$ cat src/rtl/ex_mem_elastic.sv
// EX/MEM elastic pipeline register: 2-entry main+skid store with registered in_ready,
// flush, and a forwarding lookup over both held entries.
module ex_mem_elastic #(
   parameter int DATA_W = 32,
   parameter int ADDR_W = 5
) (
   input  logic              clk,
   input  logic              rst,
   input  logic              flush,
   input  logic              in_valid,
   output logic              in_ready,
   input  logic [ADDR_W-1:0] in_wd,
   input  logic              in_wreg,
   input  logic [DATA_W-1:0] in_wdata,
   output logic              out_valid,
   input  logic              out_ready,
   output logic [ADDR_W-1:0] out_wd,
   output logic              out_wreg,
   output logic [DATA_W-1:0] out_wdata,
   input  logic [ADDR_W-1:0] fwd_addr,
   output logic              fwd_hit,
   output logic [DATA_W-1:0] fwd_data,
   output logic [1:0]        occupancy
);

   logic              main_valid_q, main_valid_d;
   logic [ADDR_W-1:0] main_wd_q, main_wd_d;
   logic              main_wreg_q, main_wreg_d;
   logic [DATA_W-1:0] main_wdata_q, main_wdata_d;
   logic              skid_valid_q, skid_valid_d;
   logic [ADDR_W-1:0] skid_wd_q, skid_wd_d;
   logic              skid_wreg_q, skid_wreg_d;
   logic [DATA_W-1:0] skid_wdata_q, skid_wdata_d;
   logic              in_fire_s, out_fire_s;
   logic              main_match_s, skid_match_s;

   // in_ready depends only on skid state (plus rst), never on out_ready
   assign in_ready   = !rst && !skid_valid_q;
   assign in_fire_s  = in_valid && in_ready;
   assign out_fire_s = main_valid_q && out_ready;

   // Next-state selection for the main/skid store
   always_comb begin
      main_valid_d = main_valid_q;
      main_wd_d    = main_wd_q;
      main_wreg_d  = main_wreg_q;
      main_wdata_d = main_wdata_q;
      skid_valid_d = skid_valid_q;
      skid_wd_d    = skid_wd_q;
      skid_wreg_d  = skid_wreg_q;
      skid_wdata_d = skid_wdata_q;
      if (flush) begin
         main_valid_d = 1'b0;
         main_wd_d    = '0;
         main_wreg_d  = 1'b0;
         main_wdata_d = '0;
         skid_valid_d = 1'b0;
         skid_wd_d    = '0;
         skid_wreg_d  = 1'b0;
         skid_wdata_d = '0;
      end else begin
         case ({main_valid_q, skid_valid_q})
            2'b00: begin
               if (in_fire_s) begin
                  main_valid_d = 1'b1;
                  main_wd_d    = in_wd;
                  main_wreg_d  = in_wreg;
                  main_wdata_d = in_wdata;
               end else begin
                  main_valid_d = 1'b0;
               end
            end
            2'b10: begin
               if (out_fire_s && in_fire_s) begin
                  main_wd_d    = in_wd;
                  main_wreg_d  = in_wreg;
                  main_wdata_d = in_wdata;
               end else if (out_fire_s) begin
                  main_valid_d = 1'b0;
                  main_wd_d    = '0;
                  main_wreg_d  = 1'b0;
                  main_wdata_d = '0;
               end else if (in_fire_s) begin
                  skid_valid_d = 1'b1;
                  skid_wd_d    = in_wd;
                  skid_wreg_d  = in_wreg;
                  skid_wdata_d = in_wdata;
               end else begin
                  main_valid_d = 1'b1;
               end
            end
            2'b11: begin
               if (out_fire_s) begin
                  main_wd_d    = skid_wd_q;
                  main_wreg_d  = skid_wreg_q;
                  main_wdata_d = skid_wdata_q;
                  skid_valid_d = 1'b0;
                  skid_wd_d    = '0;
                  skid_wreg_d  = 1'b0;
                  skid_wdata_d = '0;
               end else begin
                  skid_valid_d = 1'b1;
               end
            end
            default: begin
               main_valid_d = 1'b0;
               main_wd_d    = '0;
               main_wreg_d  = 1'b0;
               main_wdata_d = '0;
               skid_valid_d = 1'b0;
               skid_wd_d    = '0;
               skid_wreg_d  = 1'b0;
               skid_wdata_d = '0;
            end
         endcase
      end
   end

   // Store registers with synchronous reset
   always_ff @(posedge clk) begin
      if (rst) begin
         main_valid_q <= 1'b0;
         main_wd_q    <= '0;
         main_wreg_q  <= 1'b0;
         main_wdata_q <= '0;
         skid_valid_q <= 1'b0;
         skid_wd_q    <= '0;
         skid_wreg_q  <= 1'b0;
         skid_wdata_q <= '0;
      end else begin
         main_valid_q <= main_valid_d;
         main_wd_q    <= main_wd_d;
         main_wreg_q  <= main_wreg_d;
         main_wdata_q <= main_wdata_d;
         skid_valid_q <= skid_valid_d;
         skid_wd_q    <= skid_wd_d;
         skid_wreg_q  <= skid_wreg_d;
         skid_wdata_q <= skid_wdata_d;
      end
   end

   assign out_valid = main_valid_q;
   assign out_wd    = main_valid_q ? main_wd_q    : {ADDR_W{1'b0}};
   assign out_wreg  = main_valid_q ? main_wreg_q  : 1'b0;
   assign out_wdata = main_valid_q ? main_wdata_q : {DATA_W{1'b0}};
   assign occupancy = {1'b0, main_valid_q} + {1'b0, skid_valid_q};

   // Skid is the younger entry, so it takes precedence on a double match
   assign main_match_s = main_valid_q && main_wreg_q && (main_wd_q == fwd_addr) && (fwd_addr != '0);
   assign skid_match_s = skid_valid_q && skid_wreg_q && (skid_wd_q == fwd_addr) && (fwd_addr != '0);
   assign fwd_hit      = main_match_s || skid_match_s;
   assign fwd_data     = skid_match_s ? skid_wdata_q :
                         main_match_s ? main_wdata_q : {DATA_W{1'b0}};

   ex_mem_elastic_chk u_chk (
      .clk        (clk),
      .rst        (rst),
      .main_valid (main_valid_q),
      .skid_valid (skid_valid_q)
   );

endmodule

// Structural invariant: skid never holds a beat while main is empty.
module ex_mem_elastic_chk (
   input logic clk,
   input logic rst,
   input logic main_valid,
   input logic skid_valid
);
   a_skid_implies_main: assert property (@(posedge clk) disable iff (rst) !(skid_valid && !main_valid));
endmodule

$ cat config.mk
export PLATFORM = sky130hd
export DESIGN_NAME = ex_mem_elastic
export DESIGN_NICKNAME = d
export VERILOG_FILES = /design/src/rtl/ex_mem_elastic.sv
export SDC_FILE = /design/constraint.sdc
export NUM_CORES = 1
export LEC_CHECK = 0
export CORE_MARGIN = 3
export CORE_UTILIZATION = 52
export CTS_BUF_LIST = sky130_fd_sc_hd__clkbuf_8
export CTS_CLUSTER_DIAMETER = 200
export DETAILED_ROUTE_END_ITERATION = 7
export GPL_TIMING_DRIVEN = 0
export PLACE_DENSITY = 0.87
export SLEW_MARGIN = 20
export SYNTH_ARGS = -nofsm -noshare
export SYNTH_HDL_FRONTEND = slang
export SYNTH_SLANG_ARGS = --single-unit
$ cat constraint.sdc
create_clock -name clk -period 2.4 [get_ports clk]
set_input_delay 0.24 -clock clk [delete_from_list [all_inputs] [get_ports clk]]
set_output_delay 0.24 -clock clk [all_outputs]
set_load 0.005 [all_outputs]
# Word level (Yosys, flattened, before mapping)
# Index checks and enable logic that the tools add are counted.
# op_classes
n_lt_le_gt_ge	0
mux	39
reduce_logical	20
bitwise	2
n_eq_ne	11
mul	0
addsub	1
n_shift	0
div	0
# ops
operator	count
$mux W32	9
$pmux W32 S3	2
$mux W5	7
$pmux W5 S3	2
$mux W1	15
$pmux W1 S3	4
$eq A5 B5 Y1	2
$logic_and A1 B1 Y1	10
$ne A2 B2 Y1 const B	5
$ne A3 B3 Y1 const B	2
$reduce_and A3 Y1	2
$reduce_and A5 Y1	1
$reduce_bool A5 Y1	1
$eq A2 B2 Y1 const B	2
$reduce_and A4 Y1	1
$add A1 B1 Y2	1
$logic_not A1 Y1	2
$logic_not A2 Y1	1
$not A1 Y1	2
$reduce_or A2 Y1	1
$logic_or A1 B1 Y1	1
# totals
latchBits	0
n_memories	0
romBits	0
in_bits	48
mem_bits_rw	0
reg_bits	78

# Logic depth before layout (Yosys ltp)
# depth
ltp_word	7
ltp_mapped	10
ltp_nobuf	6

# Least setup slack after synthesis
# No wires, ideal clock.
# synth_path
path_type	flip-flop to flip-flop
from	register main_valid_q, in the netlist out_valid
to	register skid_wdata_q[11]
setup_time_ns	0.071
stages_incl_launch_ff	11
path_buffers	5
required_ns	2.329
slack_ns	0.144
t_arrival_ns	2.185
path_cell_list	dfxtp_1 buf_2 clkinv_1 clkbuf_1 ha_1 clkbuf_1 a21oi_1 buf_2 clkbuf_1 nand4_1 a21oi_1
# synth_between
elab_chain_cells	4
elab_cells_between_ends	12
cone_classes	eq/ne (6); mux (1); bitwise (1); reduce/logical (4)
# synth_lines
item	line_no	rtl
start, declared	26	logic main_valid_q, main_valid_d;
start signal, assigned	131	main_valid_q <= main_valid_d;
$logic_and A1 B1 Y1	40	assign out_fire_s = main_valid_q && out_ready;
$logic_and A1 B1 Y1	74	if (out_fire_s && in_fire_s) begin
$ne A2 B2 Y1 (no source line)	n/a	
$reduce_and A5 Y1 (no source line)	n/a	
end signal, assigned	138	skid_wdata_q <= skid_wdata_d;
end, declared	33	logic [DATA_W-1:0] skid_wdata_q, skid_wdata_d;
# Parallel ways exist; a longest one is shown, timed or not.
# A chain may end at the register's enable or synchronous reset.

# Final worst setup path
# layout_path
from	register skid_wd_q[4]
to	output fwd_data[29]
# layout_between
elab_chain_cells	4
# layout_lines
item	line_no	rtl
start, declared	31	logic [ADDR_W-1:0] skid_wd_q, skid_wd_d;
start signal, assigned	136	skid_wd_q <= skid_wd_d;
$eq A5 B5 Y1	150	assign skid_match_s = skid_valid_q && skid_wreg_q && (skid_wd_q == fwd_addr) && (fwd_addr != '0);
$logic_and A1 B1 Y1 (2 in series)	150	
$mux W32	152	assign fwd_data = skid_match_s ? skid_wdata_q :
end, declared	22	output logic [DATA_W-1:0] fwd_data,
# No other way between the ends.

==> flow_metrics.tcl <==
set metrics [dict create \
    portBuffers 121 \
    grt_pass1_wl_um 30480 \
    fp.dieH_um 104.6 \
    first_pass_iters 6 \
    gp_congestion 0.9005 \
    synthFlopType "dfxtp_1" \
    yosysTopAreaCell "dfxtp_1" \
    ys_types 41 \
    synthArstFlopShare 0 \
    cts_buffers 9 \
    ys_top_cells_by_area "dfxtp_1 (31%), nand4_1 (9.5%), a22oi_1 (8.3%)" \
    antenna_found_initial 0 \
    cts_tree "done" \
    hold_depth 2 \
    max-slew-margin-rel 0.4433 \
    clk_path_buf_depth 2 \
    period_needed_ns 2.559 \
    insertion_delay_ns 0.36 \
    place_ws_ns -0.6745 \
    critical-path-top-delay-family "buffers and inverters" \
    drt-initial-drc-count 955 \
    seq_area_sq_um 1572 \
    start_util 0.5416 \
    synth_seq_cells 78 \
    htreeDepth 3 \
    drive_above_1_share 0.2376 \
    globalRouteMet1Util 0.4276 \
    grt_most_used_layer "met2" \
    grt_start_max_net_pins 20 \
    met2_usage 0.5775 \
    syn_inst 638 \
    reg2reg_slack_ns 0.12 \
    nets 835 \
    r2r_start "skid_valid_q" \
    syn_to_final_growth_pct 35.22 \
    cap_violations 0 \
    critPathMaxStageDelay_ns 0.38 \
    io_pins 123 \
    hold_violations 0 \
    status "finished with violations" \
    critPathCaptureType "output pin" \
    num_rows 35 \
    criticalPathCategory "register to output pin" \
    synth_commonest_cells "dfxtp_1 (78), o21ai_0 (78), nand4_1 (77), a22oi_1 (56), clkbuf_1 (51)" \
    cts_sinks 78 \
    die-width_um 104.6 \
    met3_usage 0.05435 \
    worst_pin_slew_ns 0.8350 \
    cp_cell_sequence "xor2_4, nor4_4, o211ai_4, buf_6, buf_6, buf_12, buf_6, mux2_4, buf_6" \
    avgSynthCellArea_sq_um 7.919 \
    synth_fp_nets 690 \
    maxSlewViolCount 0 \
    grt_pass1_vias 5882 \
    vias 6092 \
    crit_buf_inv 5 \
    ys_seq_area_frac 0.3091 \
    required_ns 2.16 \
    ir_worst_vdd_mv 0.2706 \
    cp_max_fo 5 \
    p_leak_nw 2.373 \
    violations "negative setup slack" \
    worst_slack_ns -0.1592 \
    worstSetupStartpoint "skid_wd_q[4]" \
    hold_class "register to register" \
    hold_start "skid_wdata_q[9]" \
    reg2reg_depth 9 \
    routed_via_density 6.651 \
    startpoint_type "register" \
    core_area_sq_um 9328 \
    routedWlPerCell_um 21.68 \
    totalWireLength_um 19860 \
    die_area_sq_um 10930 \
    cp_common_cell "buf_6" \
    multi_input_area_sq_um 3045 \
    cts_hold_buf 0 \
    clk_transition_reported_paths_ns 0.08 \
    synth_top_area_share 0.3091 \
    root_buffer "clkbuf_8" \
    placed_cell_area_sq_um 6425 \
    cp.depth 9 \
    grtUsageTotal 0.3435 \
    rsz0062_at_grt "true" \
    ant_nets 0 \
    setup_viol 14 \
    p_per_area_nw_per_um2 457.0 \
    diodes 0 \
    cpMaxStageDelayCell "dfxtp_4" \
    synth_area_sq_um 5052 \
    fin_area_sq_um 6832 \
    skew_ns 0.01232 \
    worstPathArrival_ns 2.32 \
    grt_overflow 0 \
    min_period_over_period 1.066 \
    dp_hpwl_um 12990 \
    drc_errors 0 \
    fillers 732 \
    ys_warn_count 0 \
    synth_edf_count 0 \
    timing.fmax_ghz 0.3907 \
]
## cell usage in the layout (no fill, tap or decap), drive strengths merged, types with 2 or more instances in the layout
cell / netlist / routed
o211ai: 2 / 2
o21ai: 80 / 80
ha: 4 / 4
clkinv: 1 / 3
clkdlybuf4s50: 0 / 84
mux2i: 8 / 8
nand4: 77 / 77
inv: 33 / 33
xor2: 4 / 4
nor2: 64 / 64
xnor2: 6 / 6
bufinv: 0 / 3
clkbuf: 52 / 81
clkdlybuf4s15: 0 / 2
nand3: 8 / 8
o211a: 2 / 2
nor3: 24 / 24
a21oi: 42 / 42
or2: 2 / 2
mux2: 24 / 24
buf: 25 / 52
dfxtp: 78 / 78
and2: 14 / 14
a22oi: 76 / 76
## final cells by class
class | instances | share of cell area
Multi-Input combinational cell | 449 | 0.4458
Sequential cell | 78 | 0.2300
Timing Repair Buffer | 137 | 0.1804
Buffer | 74 | 0.06685
Tap cell | 129 | 0.02363
Inverter | 34 | 0.01886
Clock buffer | 9 | 0.01813
Clock inverter | 6 | 0.01630
## power breakdown
part	leakage [nW]	switching [W]	total, W	internal (W)
Combinational	1.62	0.000363	0.000583	0.000220
Sequential	0.633	0.0000184	0.00133	0.00131
Clock	0.115	0.000521	0.00121	0.000686
Total	2.37	0.000902	0.00312	0.00222
## repair_timing
item | in CTS | in global routing
gates resized for setup | 121 | 78
setup endpoints to repair | 144 | 105
cloned | 2 | 0
pin swaps | 5 | 4
buffers inserted | 12 | 3
## routing by layer
layer / share of wire / up-vias
met5: 0 / -
met4: 0.057 / 0
met3: 0.11 / 126
met2: 0.47 / 529
met1: 0.37 / 2803
li1: - / 2634
## final timing paths
kind | end
worst max-delay path | fwd_data[29]
worst min-delay path | skid_wdata_q[9]
worst max register to register | main_wd_q[4]
worst min register to register | skid_wdata_q[9]
## worst register-to-register path: stages (launching register included)
cell and delay (ns):
dfxtp_2 0.41, inv_1 0.10, ha_1 0.21, clkbuf_2 0.24
or2_2 0.37, a22o_1 0.23, buf_6 0.17, buf_6 0.17
a22oi_2 0.23, nor2_2 0.04
## state kept, by name, indices dropped and copies added (netlist names)
name and flops:
main_wdata_q 32, skid_wdata_q 32, main_wd_q 5, skid_wd_q 5, main_wreg_q 1, out_valid 1, skid_valid_q 1, skid_wreg_q 1
## through the flow
stage	total power (W)	setup TNS (ns)	instances	hold WS [ns]	util
6_report	0.003122	-0.5070	916	0.5003	0.7324
5_1_grt	0.003184	-1.100	916	0.5174	0.7324
4_1_cts	0.003068	-1.339	915	0.4973	0.7325
3_5_place_dp	0.001903	-48.98	888	0.4855	0.6888
3_3_place_gp	0.001887	-45.11	888	0.4719	0.6888
2_1_floorplan	0.001679	0	638	0.3943	-
## kinds of logic after synthesis
logic type,after synthesis,synth area share
simple gates,196,0.2152
mux,32,0.06934
xor+xnor,10,0.01733
flops,78,0.3091
compound gates,207,0.2756
fa+ha+maj,4,0.009906
buf+inv,111,0.1035
(Power assumes the default switching activity.)
